--- src/rtl/timeout_scheduler_pkg.sv ---
// Shared widths, backoff limits and FSM encodings for the timeout scheduler.
// The backoff helper is only referenced when TIMEOUT_BACKOFF_EN is defined.
package timeout_scheduler_pkg;

    localparam int unsigned TIME_W     = 16;
    localparam int unsigned TIMER_W    = 12;
    localparam int unsigned BEXP_W     = 3;
    localparam int unsigned BEXP_MAX_I = 7;
    localparam logic [BEXP_W-1:0] BEXP_MAX = 3'd7;

    typedef enum logic {
        TOS_SCAN  = 1'b0,
        TOS_ISSUE = 1'b1
    } tos_state_e;

    // amnt << bexp, saturating to all-ones when any bit would be shifted out
    function automatic logic [TIMER_W-1:0] backoff_amnt(input logic [TIMER_W-1:0] amnt,
                                                        input logic [BEXP_W-1:0]  bexp);
        logic [TIMER_W+BEXP_MAX_I-1:0] wide;
        wide = {{BEXP_MAX_I{1'b0}}, amnt} << bexp;
        if (|wide[TIMER_W+BEXP_MAX_I-1:TIMER_W]) begin
            return '1;
        end
        return wide[TIMER_W-1:0];
    endfunction

endpackage

--- src/rtl/timeout_expiry_cmp.sv ---
// Wrap-aware deadline compare: expired when now is at or past deadline
// within half the time range.
module timeout_expiry_cmp
    import timeout_scheduler_pkg::*;
(
    input  logic [TIME_W-1:0] now,
    input  logic [TIME_W-1:0] deadline,
    output logic              expired
);

    logic [TIME_W-1:0] diff;

    always_comb begin
        diff    = now - deadline;
        expired = ~diff[TIME_W-1];
    end

endmodule

--- src/rtl/timeout_scheduler.sv ---
// Per-flow retransmission timer table with a round-robin expiry scanner and a
// single-entry valid/ready event output. Optional macro: TIMEOUT_BACKOFF_EN.
module timeout_scheduler
    import timeout_scheduler_pkg::*;
#(
    parameter int unsigned FLOW_CNT  = 16,
    parameter int unsigned FLOW_ID_W = $clog2(FLOW_CNT)
) (
    input  logic                 clk,
    input  logic                 rst_n,
    input  logic [TIME_W-1:0]    now,
    input  logic                 arm_valid,
    input  logic [FLOW_ID_W-1:0] arm_flow_id,
    input  logic [TIMER_W-1:0]   arm_amnt,
    input  logic                 disarm_valid,
    input  logic [FLOW_ID_W-1:0] disarm_flow_id,
    input  logic                 scan_en,
    output logic                 to_valid,
    input  logic                 to_ready,
    output logic [FLOW_ID_W-1:0] to_flow_id,
`ifdef TIMEOUT_BACKOFF_EN
    input  logic                 arm_clr_backoff,
    output logic [BEXP_W-1:0]    to_backoff,
`endif
    output logic [FLOW_ID_W:0]   armed_cnt
);

    tos_state_e           state_q, state_d;
    logic [FLOW_CNT-1:0]  armed_q, armed_d;
    logic [TIME_W-1:0]    deadline_q [FLOW_CNT];
    logic [TIME_W-1:0]    deadline_d;
    logic [FLOW_ID_W-1:0] ptr_q, ptr_d;
    logic [FLOW_ID_W-1:0] to_flow_id_q, to_flow_id_d;
    logic [FLOW_ID_W:0]   armed_cnt_q, armed_cnt_d;
    logic [TIMER_W-1:0]   eff_amnt;
    logic                 expired;
    logic                 arm_hit_ptr;
    logic                 disarm_hit_ptr;
`ifdef TIMEOUT_BACKOFF_EN
    logic [BEXP_W-1:0]    bexp_q [FLOW_CNT];
    logic [BEXP_W-1:0]    bexp_d [FLOW_CNT];
    logic [BEXP_W-1:0]    to_backoff_q, to_backoff_d;
`endif

    timeout_expiry_cmp u_expiry_cmp (
        .now      (now),
        .deadline (deadline_q[ptr_q]),
        .expired  (expired)
    );

    always_comb begin
        state_d        = state_q;
        armed_d        = armed_q;
        ptr_d          = ptr_q;
        to_flow_id_d   = to_flow_id_q;
        arm_hit_ptr    = arm_valid && (arm_flow_id == ptr_q);
        disarm_hit_ptr = disarm_valid && (disarm_flow_id == ptr_q);
`ifdef TIMEOUT_BACKOFF_EN
        bexp_d         = bexp_q;
        to_backoff_d   = to_backoff_q;
        eff_amnt       = backoff_amnt(arm_amnt, arm_clr_backoff ? '0 : bexp_q[arm_flow_id]);
`else
        eff_amnt       = arm_amnt;
`endif
        deadline_d     = now + TIME_W'(eff_amnt);

        case (state_q)
            TOS_SCAN: begin
                if (scan_en) begin
                    ptr_d = ptr_q + 1'b1;
                    // a same-cycle arm/disarm of the scanned flow overrides its expiry
                    if (armed_q[ptr_q] && expired && !arm_hit_ptr && !disarm_hit_ptr) begin
                        armed_d[ptr_q] = 1'b0;
                        to_flow_id_d   = ptr_q;
                        state_d        = TOS_ISSUE;
`ifdef TIMEOUT_BACKOFF_EN
                        to_backoff_d   = bexp_q[ptr_q];
                        if (bexp_q[ptr_q] != BEXP_MAX) begin
                            bexp_d[ptr_q] = bexp_q[ptr_q] + 1'b1;
                        end
`endif
                    end
                end
            end
            TOS_ISSUE: begin
                if (to_ready) begin
                    state_d = TOS_SCAN;
                end
            end
            default: state_d = TOS_SCAN;
        endcase

        if (disarm_valid) begin
            armed_d[disarm_flow_id] = 1'b0;
        end
        if (arm_valid) begin
            armed_d[arm_flow_id] = 1'b1;
`ifdef TIMEOUT_BACKOFF_EN
            if (arm_clr_backoff) begin
                bexp_d[arm_flow_id] = '0;
            end
`endif
        end

        armed_cnt_d = '0;
        for (int unsigned i = 0; i < FLOW_CNT; i++) begin
            armed_cnt_d = armed_cnt_d + (FLOW_ID_W+1)'(armed_d[i]);
        end
    end

    always_ff @(posedge clk or negedge rst_n) begin
        if (!rst_n) begin
            state_q      <= TOS_SCAN;
            armed_q      <= '0;
            ptr_q        <= '0;
            to_flow_id_q <= '0;
            armed_cnt_q  <= '0;
`ifdef TIMEOUT_BACKOFF_EN
            to_backoff_q <= '0;
            for (int unsigned i = 0; i < FLOW_CNT; i++) begin
                bexp_q[i] <= '0;
            end
`endif
        end else begin
            state_q      <= state_d;
            armed_q      <= armed_d;
            ptr_q        <= ptr_d;
            to_flow_id_q <= to_flow_id_d;
            armed_cnt_q  <= armed_cnt_d;
`ifdef TIMEOUT_BACKOFF_EN
            to_backoff_q <= to_backoff_d;
            bexp_q       <= bexp_d;
`endif
        end
    end

    // deadlines are only meaningful while armed, so they carry no reset
    always_ff @(posedge clk) begin
        if (arm_valid) begin
            deadline_q[arm_flow_id] <= deadline_d;
        end
    end

    assign to_valid   = (state_q == TOS_ISSUE);
    assign to_flow_id = to_flow_id_q;
    assign armed_cnt  = armed_cnt_q;
`ifdef TIMEOUT_BACKOFF_EN
    assign to_backoff = to_backoff_q;
`endif

endmodule
--- config.mk ---
export PLATFORM = sky130hd
export DESIGN_NAME = timeout_scheduler
export DESIGN_NICKNAME = d
export VERILOG_FILES = /design/src/rtl/timeout_scheduler_pkg.sv /design/src/rtl/timeout_expiry_cmp.sv /design/src/rtl/timeout_scheduler.sv
export SDC_FILE = /design/constraint.sdc
export NUM_CORES = 1
export LEC_CHECK = 0
export ABC_AREA = 0
export CORE_MARGIN = 4
export CORE_UTILIZATION = 45
export DETAILED_ROUTE_END_ITERATION = 8
export SLEW_MARGIN = 25
export SYNTH_ARGS = -nofsm -noshare
export SYNTH_HDL_FRONTEND = slang
export SYNTH_SLANG_ARGS = --single-unit
export TNS_END_PERCENT = 50
--- constraint.sdc ---
create_clock -name clk -period 6.8 [get_ports clk]
set_input_delay 1.36 -clock clk [delete_from_list [all_inputs] [get_ports clk]]
set_output_delay 1.36 -clock clk [all_outputs]
set_load 0.1 [all_outputs]
==> out/results.md <==
Critical path
• crit path capture type: flip-flop
• R2R Path Start: ptr_q[0]
• count of buffering cells on the critical path with inverters included: 10
• worst reg-to-reg path cell count: 25
• crit-path max FO: 7
• Reg2Reg Setup Slack: 0.19 ns
• arrival time worst endpoint: 7.06 ns
• gate family responsible for the most delay along the worst path: adder cells
• slowest library cell on the worst path: dfrtp_4
• kind of start point of the critical path: flip-flop
• Crit Path Class: reg -> reg
• Reg-to-Reg End: armed_cnt[1]
• critical path data required time: 7.25 ns
• longest individual stage delay on the worst path: 0.54 ns

Logic synthesis
• summed instance area of the synthesized netlist: 0.0127 mm2
• post-synthesis cell type count: 44
• total nets after synthesis: 799
• Mapped Cells: 711
• flip-flop and latch count after synthesis: 286
• sequential-to-total area share from yosys stat: 66.6%
• number of synthesized flops with an enable pin: 256
• asr flop ratio synth: 10.5%
• top flip-flop cell by instance count after synthesis: edfxtp_1
• area share of the largest cell type after synthesis: 60.7%
• syn avg cell area: 17.8 um2
• ranking of synthesized cells by instance count: 256 x edfxtp_1, 76 x mux4_2, 41 x nor2_1
• ranking of synthesized cells by area: edfxtp_1 61%, mux4_2 14%, dfrtp_1 5.9%
• Yosys top cell by area: edfxtp_1
• warning count from the yosys run: 0
• most common cell in the synthesized netlist: edfxtp_1

Power
• total power density per cell area: 473 mW/mm2
• leakage power of the design: 5.44 nW
• worst IR drop on VDD: 0.000861 V

GRT
• maximum number of pins on one net before global-route repair: 41
• final global-route overflow total: 0
• total routing resource utilization after global routing: 19.9%
• initial antenna violation count: 0
• first-pass GRT wire length: 46100 um
• vias in the first global route: 7418

Place
• Placer Congestion: 0.834
• number of buffer cells added on primary ports: 51
• placed cell area: 0.0141 mm2
• HPWL reported at the end of detailed placement: 19100 um

Floorplanning
• die outline width: 176 um
• DIE AREA: 0.0309 mm2
• placeable core region: 0.0278 mm2
• FP Rows: 61
• initial core utilization: 45.6%
• overall die height: 176 um
• total I/O pin count: 52

Timing
• number of max-slew violations in the final report: 0
• Setup violations, final: 0
• worst-margin pin slew: 1.01 ns
• portion of the clock cycle consumed by the worst path in the final layout: 97.3%
• count of final hold-check violations: 0
• Max-Slew Margin vs Limit: 32.3%
• upper clock frequency limit: 151 MHz
• Worst Skew: 0.0250 ns
• fin crit period: 6.61 ns

Route
• wire per inst: 25.1 um
• wire length the detailed router placed on met1: 13500 um
• routed length on met2: 15300 um
• vias per cell: 5.75
• DR DRC count: 0
• total number of vias: 7123
• Top Metal Used: met4
• met3 layer wire length in the routed design: 1890 um
• First-pass DRT Iterations: 5
• 1st-iter DRT viols: 568
• detailed-route wire length: 31100 um
• antenna-violating nets left: 0

Clock network
• Sinks on Clock Net: 286
• clock-pin transition on the worst setup and hold timing paths: 0.06 ns
• CTS HTree Levels: 1
• CTS tree: built
• clock insertion delay at the later pin of the skew report: 0.57 ns
• Hold-fix buffers, CTS: 0
• root buffer selected by CTS: clkbuf_16
• maximum clock insertion buffer count: 3
• number of buffers inserted during clock tree synthesis: 30

Finish
• area growth from synthesis to layout: 22.7%
• post-route cell area: 0.0155 mm2
• share of final-layout standard cells stronger than drive strength 1: 28.6%
• net total in the final layout: 925
• final design utilization: 55.9%
• count of inserted antenna diode cells: 0

Flow run
• number of max-capacitance violations reported: 0

Min path
• count of cells along the worst hold path: 1
• type of the tightest min-delay check: reg -> reg
• Worst Hold Endpoint: to_flow_id[3]
• startpoint of the worst hold path: to_flow_id[3]

Outcome
• status: finished clean

stage by stage:
step	total power (W)	instances	setup slack, ns	setup TNS [ns]	hold slack [ns]
final	0.00735	1238	0.187	0	0.518
after global routing	0.00784	1238	-0.0992	-0.246	0.541
after CTS	0.00719	1223	0.00916	0	0.513
after detailed placement	0.00541	1168	-0.0814	-0.117	0.500
after global placement	0.00538	1168	-0.0339	-0.0339	0.497
after floorplan	0.00449	711	0.0286	0	0.546
what timing repair did:
item / 4_1_cts / 5_1_grt
gates resized for setup: 1 / 20
setup buffers: 0 / 10
pin swaps: 1 / 9
cloned: 0 / 5
endpoints found under the setup margin: 1 / 4
sequential cells by signal, summed over array words and instances (netlist names):
register,flops
armed_cnt,5
armed_q,16
deadline_q,256
ptr_q,4
to_flow_id,4
to_valid,1
worst max-delay path by stage:
stage | from | to | slack, ns | cells past startpoint
floorplan | ptr_q[1] | armed_cnt[4] | 0.03 | 27
global placement | now[2] | armed_cnt[4] | -0.03 | 21
finish | ptr_q[0] | armed_cnt[1] | 0.19 | 25
detailed placement | now[4] | armed_cnt[4] | -0.08 | 20
global route | ptr_q[0] | armed_cnt[4] | -0.1 | 26
CTS | ptr_q[0] | armed_cnt[4] | 0.009 | 24
layer usage:
layer / up-vias / track usage [%]
li1: 3077 / -
met1: 3766 / 28.9
met2: 235 / 32.5
met3: 45 / 3.01
met4: 0 / 4.19
met5: - / 0
cell type report:
type	instances	area (um2)
clock buffers	31	754
clock inverters	24	325
fillers	2178	12200
inverters	35	131
multi-input cells	363	4210
flip-flops and latches	286	8440
well taps	378	473
repair buffers	121	1200
worst reg2reg max path: stages (launching register included):
cell	delay (ns)
dfrtp_4	0.54
buf_4	0.20
clkbuf_16	0.16
mux4_2	0.49
mux4_2	0.49
inv_2	0.09
ha_4	0.14
nand4_1	0.19
nor4_2	0.36
o2111ai_2	0.21
nand4_1	0.13
buf_4	0.15
a21oi_4	0.06
buf_12	0.17
buf_6	0.13
a31oi_4	0.18
fa_1	0.47
fa_1	0.50
inv_1	0.06
fa_1	0.48
inv_1	0.05
fa_1	0.48
ha_1	0.16
inv_1	0.06
fa_2	0.51
inv_1	0.03
placed cells by master (no fill, tap or decap), types with 9 or more instances in the layout:
cell / count
ha_1: 34
nand2_1: 21
nor2_1: 29
clkdlybuf4s50_1: 51
nor2_2: 9
clkbuf_16: 33
o21a_1: 11
edfxtp_1: 256
dfrtp_1: 28
buf_4: 56
xnor2_2: 10
nand2b_1: 11
inv_1: 34
mux4_2: 76
a21oi_1: 26
fa_1: 10
power by group:
group | total, W | switching [W] | internal, W
logic | 0.00338 | 0.00174 | 0.00163
clock network | 0.00176 | 0.000682 | 0.00107
registers | 0.00222 | 0.0000796 | 0.00214
total | 0.00735 | 0.00251 | 0.00484
cells by family (layout without fill, tap and decap cells):
group | after synthesis | after routing | share of synthesized area [%]
fa+ha+maj | 46 | 46 | 5.20
mux | 90 | 90 | 15.4
simple gates | 122 | 122 | 4.76
buf+inv | 63 | 211 | 2.24
xor+xnor | 26 | 26 | 1.80
flops | 286 | 286 | 66.6
compound gates | 78 | 79 | 3.92
No activity file was read; power rests on OpenSTA's default activity.
